$ cat config.mk
export PLATFORM = sky130hd
export DESIGN_NAME = counter_bank
export DESIGN_NICKNAME = d
export VERILOG_FILES = /design/src/rtl/counter_bank_pkg.sv /design/src/rtl/counter_bank_chan.sv /design/src/rtl/counter_bank.sv
export SDC_FILE = /design/constraint.sdc
export NUM_CORES = 1
export LEC_CHECK = 0
export ABC_CLOCK_PERIOD_IN_PS = 6100
export CAP_MARGIN = 10
export CORE_ASPECT_RATIO = 1.25
export CORE_MARGIN = 5
export CORE_UTILIZATION = 40
export CTS_CLUSTER_DIAMETER = 200
export DETAILED_ROUTE_END_ITERATION = 10
export MAX_ROUTING_LAYER = met4
export PLACE_DENSITY = 0.64
export SLEW_MARGIN = 10
export SYNTH_ARGS = -nofsm -noshare
export SYNTH_HDL_FRONTEND = slang
export SYNTH_SLANG_ARGS = --single-unit
export TNS_END_PERCENT = 30
$ cat constraint.sdc
create_clock -name clk -period 6.1 [get_ports clk]
set_input_delay 1.22 -clock clk [delete_from_list [all_inputs] [get_ports clk]]
set_output_delay 1.22 -clock clk [all_outputs]
set_load 0.1 [all_outputs]
$ cat src/rtl/counter_bank_pkg.sv
// counter_bank_pkg: shared encodings and types for the counter bank.
package counter_bank_pkg;

    // Configuration write opcodes carried on cfg_op
    typedef enum logic [1:0] {
        OP_LOAD    = 2'd0,
        OP_LIMIT   = 2'd1,
        OP_MODE    = 2'd2,
        OP_CLRFLAG = 2'd3
    } cfg_op_e;

    // Behaviour of a channel when it reaches its terminal value
    typedef enum logic {
        MODE_WRAP = 1'b0,
        MODE_SAT  = 1'b1
    } mode_e;

    // Snapshot streamer states
    typedef enum logic {
        SNAP_IDLE   = 1'b0,
        SNAP_STREAM = 1'b1
    } snap_state_e;

    // Decoded per-channel config strobes
    typedef struct packed {
        logic load;
        logic limit_we;
        logic mode_we;
        logic clr_flag;
    } chan_cfg_t;

    // Channel index width, never narrower than one bit
    function automatic int unsigned ch_width(input int unsigned n);
        return (n > 1) ? $clog2(n) : 1;
    endfunction

endpackage

$ cat src/rtl/counter_bank_chan.sv
// counter_bank_chan: one up/down counter with load, limit, wrap/saturate
// mode, registered terminal-count pulse and sticky flag.
module counter_bank_chan
    import counter_bank_pkg::*;
#(
    parameter int unsigned WIDTH = 8
) (
    input  logic             clk,
    input  logic             rst_n,
    input  logic             en,
    input  logic             dir,
    input  chan_cfg_t        cfg,
    input  logic [WIDTH-1:0] cfg_data,
    output logic [WIDTH-1:0] cnt,
    output logic             tc,
    output logic             flag
);

    logic [WIDTH-1:0] cnt_q, cnt_d;
    logic [WIDTH-1:0] limit_q, limit_d;
    mode_e            mode_q, mode_d;
    logic             flag_q, flag_d;
    logic             tc_q, tc_d;
    logic [WIDTH-1:0] cnt_inc, cnt_dec;

    // Next count, terminal event and config register updates
    always_comb begin
        cnt_d   = cnt_q;
        limit_d = limit_q;
        mode_d  = mode_q;
        tc_d    = 1'b0;
        cnt_inc = cnt_q + WIDTH'(1);
        cnt_dec = cnt_q - WIDTH'(1);

        if (cfg.limit_we) limit_d = cfg_data;
        if (cfg.mode_we)  mode_d  = mode_e'(cfg_data[0]);

        if (cfg.load) begin
            cnt_d = cfg_data;
        end else if (en) begin
            if (dir) begin
                if (cnt_q == limit_q) begin
                    if (mode_q == MODE_WRAP) begin
                        cnt_d = '0;
                        tc_d  = 1'b1;
                    end
                end else begin
                    // Counts above the limit simply roll over at all-ones
                    cnt_d = cnt_inc;
                    tc_d  = (mode_q == MODE_SAT) && (cnt_inc == limit_q);
                end
            end else begin
                if (cnt_q == '0) begin
                    if (mode_q == MODE_WRAP) begin
                        cnt_d = limit_q;
                        tc_d  = 1'b1;
                    end
                end else begin
                    cnt_d = cnt_dec;
                    tc_d  = (mode_q == MODE_SAT) && (cnt_dec == '0);
                end
            end
        end

        // A terminal event on the same edge as a clear keeps the flag set
        flag_d = tc_d ? 1'b1 : (cfg.clr_flag ? 1'b0 : flag_q);
    end

    // Channel state registers
    always_ff @(posedge clk or negedge rst_n) begin
        if (!rst_n) begin
            cnt_q   <= '0;
            limit_q <= '1;
            mode_q  <= MODE_WRAP;
            flag_q  <= 1'b0;
            tc_q    <= 1'b0;
        end else begin
            cnt_q   <= cnt_d;
            limit_q <= limit_d;
            mode_q  <= mode_d;
            flag_q  <= flag_d;
            tc_q    <= tc_d;
        end
    end

    assign cnt  = cnt_q;
    assign tc   = tc_q;
    assign flag = flag_q;

endmodule

$ cat src/rtl/counter_bank.sv
// counter_bank: bank of independent up/down counters with config decode,
// interrupt reduction and an optional atomic snapshot streamer.
// Snapshot hardware is built only when COUNTER_BANK_SNAPSHOT_EN is defined.
module counter_bank
    import counter_bank_pkg::*;
#(
    parameter  int unsigned WIDTH    = 8,
    parameter  int unsigned CHANNELS = 4,
    localparam int unsigned CH_W     = ch_width(CHANNELS)
) (
    input  logic                      clk,
    input  logic                      rst_n,
    input  logic [CHANNELS-1:0]       en,
    input  logic [CHANNELS-1:0]       dir,
    input  logic                      cfg_we,
    input  logic [CH_W-1:0]           cfg_ch,
    input  logic [1:0]                cfg_op,
    input  logic [WIDTH-1:0]          cfg_data,
    output logic [CHANNELS*WIDTH-1:0] cnt_o,
    output logic [CHANNELS-1:0]       tc_o,
    output logic                      irq_o,
    input  logic                      snap_req,
    output logic                      snap_busy,
    output logic                      snap_valid,
    input  logic                      snap_ready,
    output logic [WIDTH-1:0]          snap_data,
    output logic [CH_W-1:0]           snap_ch,
    output logic                      snap_last
);

    chan_cfg_t        chan_cfg [CHANNELS];
    logic [WIDTH-1:0] cnt_w    [CHANNELS];
    logic [CHANNELS-1:0] flag_w;

    // Route a config write to its channel; out-of-range indices match none
    always_comb begin
        for (int i = 0; i < int'(CHANNELS); i++) begin
            chan_cfg[i] = '0;
            if (cfg_we && (cfg_ch == CH_W'(i))) begin
                chan_cfg[i].load     = (cfg_op == OP_LOAD);
                chan_cfg[i].limit_we = (cfg_op == OP_LIMIT);
                chan_cfg[i].mode_we  = (cfg_op == OP_MODE);
                chan_cfg[i].clr_flag = (cfg_op == OP_CLRFLAG);
            end
        end
    end

    for (genvar g = 0; g < int'(CHANNELS); g++) begin : g_chan
        counter_bank_chan #(
            .WIDTH (WIDTH)
        ) u_chan (
            .clk      (clk),
            .rst_n    (rst_n),
            .en       (en[g]),
            .dir      (dir[g]),
            .cfg      (chan_cfg[g]),
            .cfg_data (cfg_data),
            .cnt      (cnt_w[g]),
            .tc       (tc_o[g]),
            .flag     (flag_w[g])
        );
        assign cnt_o[g*WIDTH +: WIDTH] = cnt_w[g];
    end

    assign irq_o = |flag_w;

`ifdef COUNTER_BANK_SNAPSHOT_EN

    snap_state_e      state_q, state_d;
    logic [CH_W-1:0]  idx_q, idx_d;
    logic [WIDTH-1:0] data_q, data_d;
    logic             last_q, last_d;
    logic [WIDTH-1:0] shadow_q [CHANNELS];
    logic [WIDTH-1:0] shadow_d [CHANNELS];

    // Snapshot capture and beat sequencing
    always_comb begin
        state_d  = state_q;
        idx_d    = idx_q;
        data_d   = data_q;
        last_d   = last_q;
        shadow_d = shadow_q;

        unique case (state_q)
            SNAP_IDLE: begin
                if (snap_req) begin
                    state_d  = SNAP_STREAM;
                    shadow_d = cnt_w;
                    idx_d    = '0;
                    data_d   = cnt_w[0];
                    last_d   = (CHANNELS == 1);
                end
            end
            SNAP_STREAM: begin
                if (snap_ready) begin
                    if (last_q) begin
                        state_d = SNAP_IDLE;
                        idx_d   = '0;
                        data_d  = '0;
                        last_d  = 1'b0;
                    end else begin
                        idx_d  = idx_q + CH_W'(1);
                        data_d = shadow_q[idx_d];
                        last_d = (idx_d == CH_W'(CHANNELS - 1));
                    end
                end
            end
        endcase
    end

    // Snapshot state and shadow registers
    always_ff @(posedge clk or negedge rst_n) begin
        if (!rst_n) begin
            state_q <= SNAP_IDLE;
            idx_q   <= '0;
            data_q  <= '0;
            last_q  <= 1'b0;
            for (int i = 0; i < int'(CHANNELS); i++) begin
                shadow_q[i] <= '0;
            end
        end else begin
            state_q  <= state_d;
            idx_q    <= idx_d;
            data_q   <= data_d;
            last_q   <= last_d;
            shadow_q <= shadow_d;
        end
    end

    assign snap_busy  = (state_q == SNAP_STREAM);
    assign snap_valid = (state_q == SNAP_STREAM);
    assign snap_data  = data_q;
    assign snap_ch    = idx_q;
    assign snap_last  = last_q;

`else

    assign snap_busy  = 1'b0;
    assign snap_valid = 1'b0;
    assign snap_data  = '0;
    assign snap_ch    = '0;
    assign snap_last  = 1'b0;

    logic unused_snap;
    assign unused_snap = &{1'b0, snap_req, snap_ready};

`endif

endmodule

==> key figures, run 1 <==
Clock tree
  – CTS sink cnt: 76
  – CTS clk-pin slew, worst paths: ~0.06 ns
  – Clk buf depth: 2
  – Num CTS Buffers: 9
  – CTS Hold Bufs: 0
  – CTS tree: yes
  – Worst skew pair latency: between 0.3 and 0.4 ns
  – H-tree depth: 3
  – Clk root buf: clkbuf_16
  – Setup Fix Bufs, Post-CTS: 0
  – # resized after CTS: 0

Worst setup path
  – CP Capture Type: output pin
  – Worst path cell trace: clkdlybuf4s50_1
  – Worst R2R Path Depth: 8
  – Critical Path AT: 2.32 ns
  – FF-to-FF End: g_chan[2].u_chan.cnt[7]
  – Worst Path Class, Setup: flip-flop to output pin
  – Cell count along the critical path: 1
  – Crit path largest cell delay: 1.25 ns
  – Startpoint class of the critical path: flip-flop
  – Crit-path slowest cell: clkdlybuf4s50_1
  – Setup crit end: cnt_o[10]
  – CP bufs+invs: 1
  – R2r setup slk: roughly 3.3 ns
  – Worst setup startpoint: g_chan[1].u_chan.cnt[2]
  – Crit path max fanout: 16
  – Top delay family on crit path: buffers and inverters
  – Critical Path RT: roughly 4.9 ns
  – R2R Path Start: g_chan[2].u_chan.cnt[0]

Synth
  – Sequential share of the synthesized area: 30.2%
  – Synth Warn #: 0
  – Syn Inst Count: between 700 and 800
  – Async SR Flop Fraction: 100%
  – Post-synth EDFFs: 0
  – Netlist cell types: 80
  – Synth Register Bits: 76
  – Synth Flop Type: dfrtp_1
  – Mapped Area: between 0.006 and 0.007 mm^2
  – Synthesized area per cell: 8.73 um^2

Placement
  – Final GP Congestion: around 0.97
  – Pre-CTS setup slack: between 2 and 3 ns
  – Placed wire-length estimate: roughly 14,000 um
  – Count of input and output buffers: 59

Timing
  – Hold Slack: 0.520 ns
  – Fin crit share: between 50 and 60%
  – Max Fclk: roughly 280 MHz
  – Final TNS setup: 0 ns
  – Final worst slack: roughly 2.6 ns
  – Unrepaired setup endpoints after global routing: no
  – Clock Skew: roughly 0.0084 ns
  – Final Hold Viols: 0
  – Least-Margin Pin Slew: slightly below 1 ns
  – Final min period: between 3 and 4 ns
  – Setup-failing EPs final: 0
  – Max_slew headroom: approximately a third
  – Slew Limit Fails: 0

Drt
  – Detailed Route Iter0 Violations: about 500
  – DR vias/cell: just under 6
  – Drt total wl: 19,200 um
  – Final ANT Viol Nets: 0
  – Routed via count: around 5,800
  – Residual DRC count: 0
  – Drt pass-1 iters: 5
  – Avg WL per Cell: around 20 um

Power and ir drop
  – Static Leakage: approximately 0.0027 uW
  – PwrDens: around 460 mW/mm^2
  – Worst VDD drop: 0.220 mV

Run status
  – Outcome: finished clean

Floorplanning
  – Die Span Y: around 150 um
  – Die area: about 0.019 mm^2
  – Site Rows: slightly above 50
  – Die width: ~120 um
  – Initial Utilization: approximately two fifths
  – IO Count: between 70 and 80
  – Core Area: ~0.016 mm^2

Cells and area
  – Ant diodes: 0
  – Ratio of cells with drive above 1 in the final layout: about 15%
  – Final nets: 797
  – Fillers: 1,583
  – Layout area overhead: 14.3%

GRT
  – First-pass GRT wire length: 30,300 um
  – Tot GR Track Use: between 20% and 30%
  – Vias in the first global route: 5,708
  – Pin count of the biggest net entering global routing: 58
  – Antenna violations before repair: 0
  – Total grt overflow: 0

Hold path
  – Hold Crit Class: flip-flop to flip-flop

Run
  – Max-cap viol count: 0
[how the worst min path moves through the flow]
stage | startpoint | to | depth (start not counted)
final | g_chan[3].u_chan.flag | g_chan[3].u_chan.flag | 2
after global routing | g_chan[2].u_chan.flag | g_chan[2].u_chan.flag | 2
after CTS | g_chan[3].u_chan.flag | g_chan[3].u_chan.flag | 2
after detailed placement | g_chan[3].u_chan.flag | g_chan[3].u_chan.flag | 2
after global placement | g_chan[3].u_chan.flag | g_chan[3].u_chan.flag | 2
after floorplan | g_chan[2].u_chan.flag | g_chan[2].u_chan.flag | 2
[synthesized netlist by cell type (4+ instances only)]
master,count,area share (%)
nor3_1,21,1.6
mux2_2,38,6.7
buf_4,17,2.0
nand3_1,18,1.4
xnor2_1,47,6.4
xor2_1,41,5.6
o211ai_1,6,0.70
nor4b_1,4,0.55
or3_1,6,0.58
nor3b_1,11,1.3
o32ai_1,6,0.82
dfstp_2,32,13
inv_1,21,1.2
clkbuf_1,30,1.8
o221a_2,5,0.88
or4_1,5,0.58
nor2b_1,6,0.58
o31ai_1,7,0.82
nand4_1,8,0.78
buf_2,13,1.0
o21a_1,8,0.93
or2_2,9,0.88
a221oi_1,6,0.82
a21oi_1,17,1.3
a2111oi_0,7,0.95
ha_1,16,3.1
mux2i_1,6,0.93
o21ai_1,5,0.39
a221o_1,4,0.62
nor2_1,81,4.7
o22ai_1,6,0.58
and3_1,4,0.39
and2_1,6,0.58
nand3b_1,5,0.58
nand2_1,33,1.9
a211oi_1,19,2.2
a22oi_1,4,0.47
nor4_1,6,0.58
dfrtp_1,44,17
o21ai_0,38,3.0
nand2b_1,12,1.2
[layer usage]
metal / share of wire (%) / global-route usage, % / vias to the layer above
li1: - / - / 2690
met5: 0 / - / -
met2: 49 / 34.7 / 217
met4: 4.2 / 11.0 / 0
met3: 4.4 / 2.49 / 61
met1: 43 / 26.0 / 2829
[layout by cell type (no fill, tap or decap), types with 7 or more instances in the layout]
cell type and n:
nor3b_1 11, nor2_1 81, clkbuf_16 9, conb_1 13, o31ai_1 7, a2111oi_0 7, nand2_1 33, mux2_2 38
nand2b_1 12, xor2_1 41, a21oi_1 17, dfrtp_1 44, nand3_1 18, nand4_1 8, xnor2_1 47, o21a_1 8
ha_1 16, dfstp_2 32, nor3_1 21, or2_2 9, o21ai_0 38, inv_1 21, clkdlybuf4s50_1 58, a211oi_1 19
[power by group]
group | internal, uW | total, uW | switching, uW
clock network | 382 | 604 | 222
registers | 672 | 1030 | 356
logic | 611 | 1740 | 1130
[flip-flops by register name, indices dropped and copies added, names as in the netlist]
name	flops
g_chan.u_chan.limit_q	32
g_chan.u_chan.cnt	32
g_chan.u_chan.mode_q	4
g_chan.u_chan.flag	4
g_chan.u_chan.tc	4
[final cells by class]
class	instances	area [um^2]	share of cell area [%]
clock buffer	11	253	3.44
timing repair buffer	60	596	8.11
inverter	21	78.8	1.07
tap	212	265	3.61
clock inverter	5	82.6	1.12
multi-input combinational	588	4130	56.2
sequential	76	1940	26.4
[cells by family (layout without fill, tap and decap cells)]
logic type / count (synthesis) / in the layout / share of synthesized area (%)
buffers and inverters: 84 / 97 / 6.27
and+or+nand+nor: 250 / 250 / 20.5
DFF: 76 / 76 / 30.2
muxes: 44 / 44 / 7.59
xor gates and xnor gates: 89 / 89 / 12.3
adders and majority gates: 16 / 16 / 3.11
other: 1 / 13 / 0.0583
AOI/OAI and AO/OA: 176 / 176 / 20.0
[tightest hold or removal path, delay by kind of cell (launching register included)]
| family | cells | cell delay (ns) |
|---|---|---|
| AO/OA/AOI/OAI | 1 | 0.08 |
| flip-flops | 1 | 0.34 |
| AND/OR/NAND/NOR | 1 | 0.07 |
[metrics by stage]
stage | power [uW] | area, um^2 | utilization [%] | instances
floorplan | 2350 | 6470 | - | 748
global placement | 2740 | 7010 | 44.7 | 957
detailed placement | 2760 | 7010 | 44.7 | 957
CTS | 3380 | 7340 | 46.8 | 973
global route | 3550 | 7340 | 46.8 | 973
finish | 3370 | 7340 | 46.8 | 973
Note: power is estimated with default switching activity, not from simulation.
==> run 2, diff against run 1 <==
--- a/config.mk
+++ b/config.mk
@@ -5,7 +5,7 @@
 export SDC_FILE = /design/constraint.sdc
 export NUM_CORES = 1
 export LEC_CHECK = 0
-export ABC_CLOCK_PERIOD_IN_PS = 6100
+export ABC_CLOCK_PERIOD_IN_PS = 3600
 export CAP_MARGIN = 10
 export CORE_ASPECT_RATIO = 1.25
 export CORE_MARGIN = 5
==> constraint.sdc (replaced) <==
create_clock -name clk -period 3.6 [get_ports clk]
set_input_delay 0.72 -clock clk [delete_from_list [all_inputs] [get_ports clk]]
set_output_delay 0.72 -clock clk [all_outputs]
set_load 0.1 [all_outputs]
==> run 2 against run 1 <==
Compared with the run above:
- clock power up 63%
- die area did not move
- critical endpoint is now irq_o
- power grew 67%
- combinational power increased by 71%
- via count is 0.64% higher
- final area down 0.63%
- critical path depth increased by 1
- hold slack got worse by 0.0077 ns
- sequential share of layout area increased by 0.17 points
- core utilization down 0.29 points
- cell count is 0.72% higher
- largest power group unchanged
- sequential power is 64% higher
==> key figures, run 2 (same netlist as run 1, synthesis figures left out) <==
Hold path
  – Hold Crit Class: input pin to async pin

Timing
  – Final TNS setup: 0 ns (unchanged)
  – Final Hold Viols: 0 (unchanged)
  – Final min period: between 3 and 4 ns
  – Clock Skew: 0.00682 ns (-0.00155 ns)
  – Fin crit share: 83.4%
  – Max_slew headroom: 33.3% (-0.99 points)
  – Unrepaired setup endpoints after global routing: no
  – Least-Margin Pin Slew: 1.00 ns (+0.0180 ns)
  – Max Fclk: approximately 330 MHz
  – Setup-failing EPs final: 0 (unchanged)
  – Slew Limit Fails: 0 (unchanged)

Cells and area
  – Final nets: 804 (+0.88%)
  – Ratio of cells with drive above 1 in the final layout: 20.2% (+4.9 points)
  – Commonest non-fill, non-tap cell in the layout: nor2_1
  – Fillers: 1,546 (-2.3%)
  – Layout area overhead: 13.5%
  – Commonest non-fill, non-tap cells in the layout: nor2_1, xnor2_1, dfrtp_1, xor2_1, buf_4
  – Ant diodes: 0 (unchanged)

Power and ir drop
  – Tot Pwr: 5650 uW (+67%)
  – Static Leakage: 0.00279 uW (+1.9%)
  – Worst VDD drop: 0.357 mV (+62%)
  – PwrDens: 774 mW/mm^2 (+69%)

Drt
  – Detailed Route Iter0 Violations: 504 (+2.2%)
  – Drt total wl: 18,900 um (-1.4%)
  – Residual DRC count: 0 (unchanged)
  – Drt pass-1 iters: 5 (unchanged)
  – Final ANT Viol Nets: 0 (unchanged)
  – DR vias/cell: 5.95 (about the same)
  – Avg WL per Cell: 19.3 um (-2.1%)
  – Routed via count: 5,834 (+0.64%)

Worst setup path
  – Crit path largest cell delay: 1.00 ns (-0.25 ns)
  – Crit path max fanout: 2 (-14)
  – Startpoint class of the critical path: flip-flop
  – Worst path cell trace: or4_1, clkdlybuf4s50_1
  – CP Capture Type: output pin
  – Critical Path AT: 2.28 ns (-0.04 ns)
  – Crit-path slowest cell: clkdlybuf4s50_1
  – Worst Path Class, Setup: flip-flop to output pin
  – Critical Path RT: 2.88 ns (-2.00 ns)

Floorplanning
  – Die area: 0.0187 mm^2 (unchanged)
  – IO Count: 75 (unchanged)
  – Die width: 123 um (unchanged)
  – Core Area: 0.0157 mm^2 (unchanged)
  – Die Span Y: 152 um (unchanged)
  – Site Rows: 51 (unchanged)
  – Initial Utilization: 40.9% (unchanged)

Placement
  – Count of input and output buffers: 59 (unchanged)
  – Placed wire-length estimate: 13,700 um (-1.1%)
  – Final GP Congestion: 0.935 (-3.3%)

Clock tree
  – Setup Fix Bufs, Post-CTS: 0 (unchanged)
  – Num CTS Buffers: 9 (unchanged)
  – CTS clk-pin slew, worst paths: 0.06 ns (about the same)
  – Clk root buf: clkbuf_16
  – CTS tree: yes
  – CTS sink cnt: 76 (unchanged)
  – H-tree depth: 3 (unchanged)
  – CTS Hold Bufs: 0 (unchanged)
  – # resized after CTS: 0 (unchanged)
  – Worst skew pair latency: 0.35 ns (about the same)
  – Clk buf depth: 2 (unchanged)

GRT
  – Tot GR Track Use: 20.9% (-0.44 points)
  – Total grt overflow: 0 (unchanged)
  – Vias in the first global route: 5,597 (-1.9%)
  – Antenna violations before repair: 0 (unchanged)
  – Pin count of the biggest net entering global routing: 77 (+33%)
  – First-pass GRT wire length: 29,900 um (-1.4%)

Run
  – Max-cap viol count: 0 (unchanged)

Run status
  – Outcome: finished clean
[run 2: cell types whose count changed in the layout (fill, tap and decap cells not counted)]
cell / previous run / this run
clkinvlp_4: 0 / 1
inv_6: 1 / 0
clkbuf_8: 2 / 0
clkinv_2: 1 / 3
buf_4: 2 / 41
clkdlybuf4s50_1: 58 / 26
[run 2: per-layer routing]
layer	track usage, %	wire length [um]
met1	25.8	7940
met2	35.5	9620
met3	2.67	944
met4	6.65	431
met5	-	0
[run 2: through the flow]
stage	worst slack (ns)	util (%)	instance area (um^2)	instances	hold WS (ns)
after floorplan	0.731	-	6470	748	0.424
final	0.597	46.5	7300	980	0.513
after global routing	0.563	46.5	7300	980	0.559
after global placement	0.654	44.5	6980	964	0.496
after detailed placement	0.634	44.5	6980	964	0.509
after CTS	0.602	46.5	7300	980	0.527
[run 2: critical path: cells and delay by family, from the launching register on]
family	cells	cell delay [ns]
simple gates	1	0.55
flops	1	0.39
buf+inv	1	1.00
[run 2: path summary, 6_finish.rpt]
kind                       slack [ns]               startpoint  cells after the start                       to
setup / recovery                 0.60    g_chan[0].u_chan.flag                      2                    irq_o
hold / removal                   0.51                    rst_n                      1  g_chan[1].u_chan.cnt[7]
setup reg to reg                 0.81  g_chan[1].u_chan.cnt[0]                      8    g_chan[1].u_chan.flag
hold reg to reg                  0.52    g_chan[3].u_chan.flag                      2    g_chan[3].u_chan.flag
max in group asynchronous        2.41                    rst_n                      1  g_chan[2].u_chan.cnt[4]
min in group clk                 0.52    g_chan[3].u_chan.flag                      2    g_chan[3].u_chan.flag
[run 2: power by group]
group,total (uW),internal (uW),switching [uW]
Clock,987,605,383
Combinational,2970,1010,1970
Sequential,1690,1140,550
[run 2: area by class of cell]
class,instances,area [um^2],share of cell area (%)
multi-input combinational,588,4130,56.6
sequential,76,1940,26.6
timing repair buffer,67,568,7.78
tap,212,265,3.63
clock buffer,9,225,3.09
clock inverter,7,91.3,1.25
inverter,21,78.8,1.08
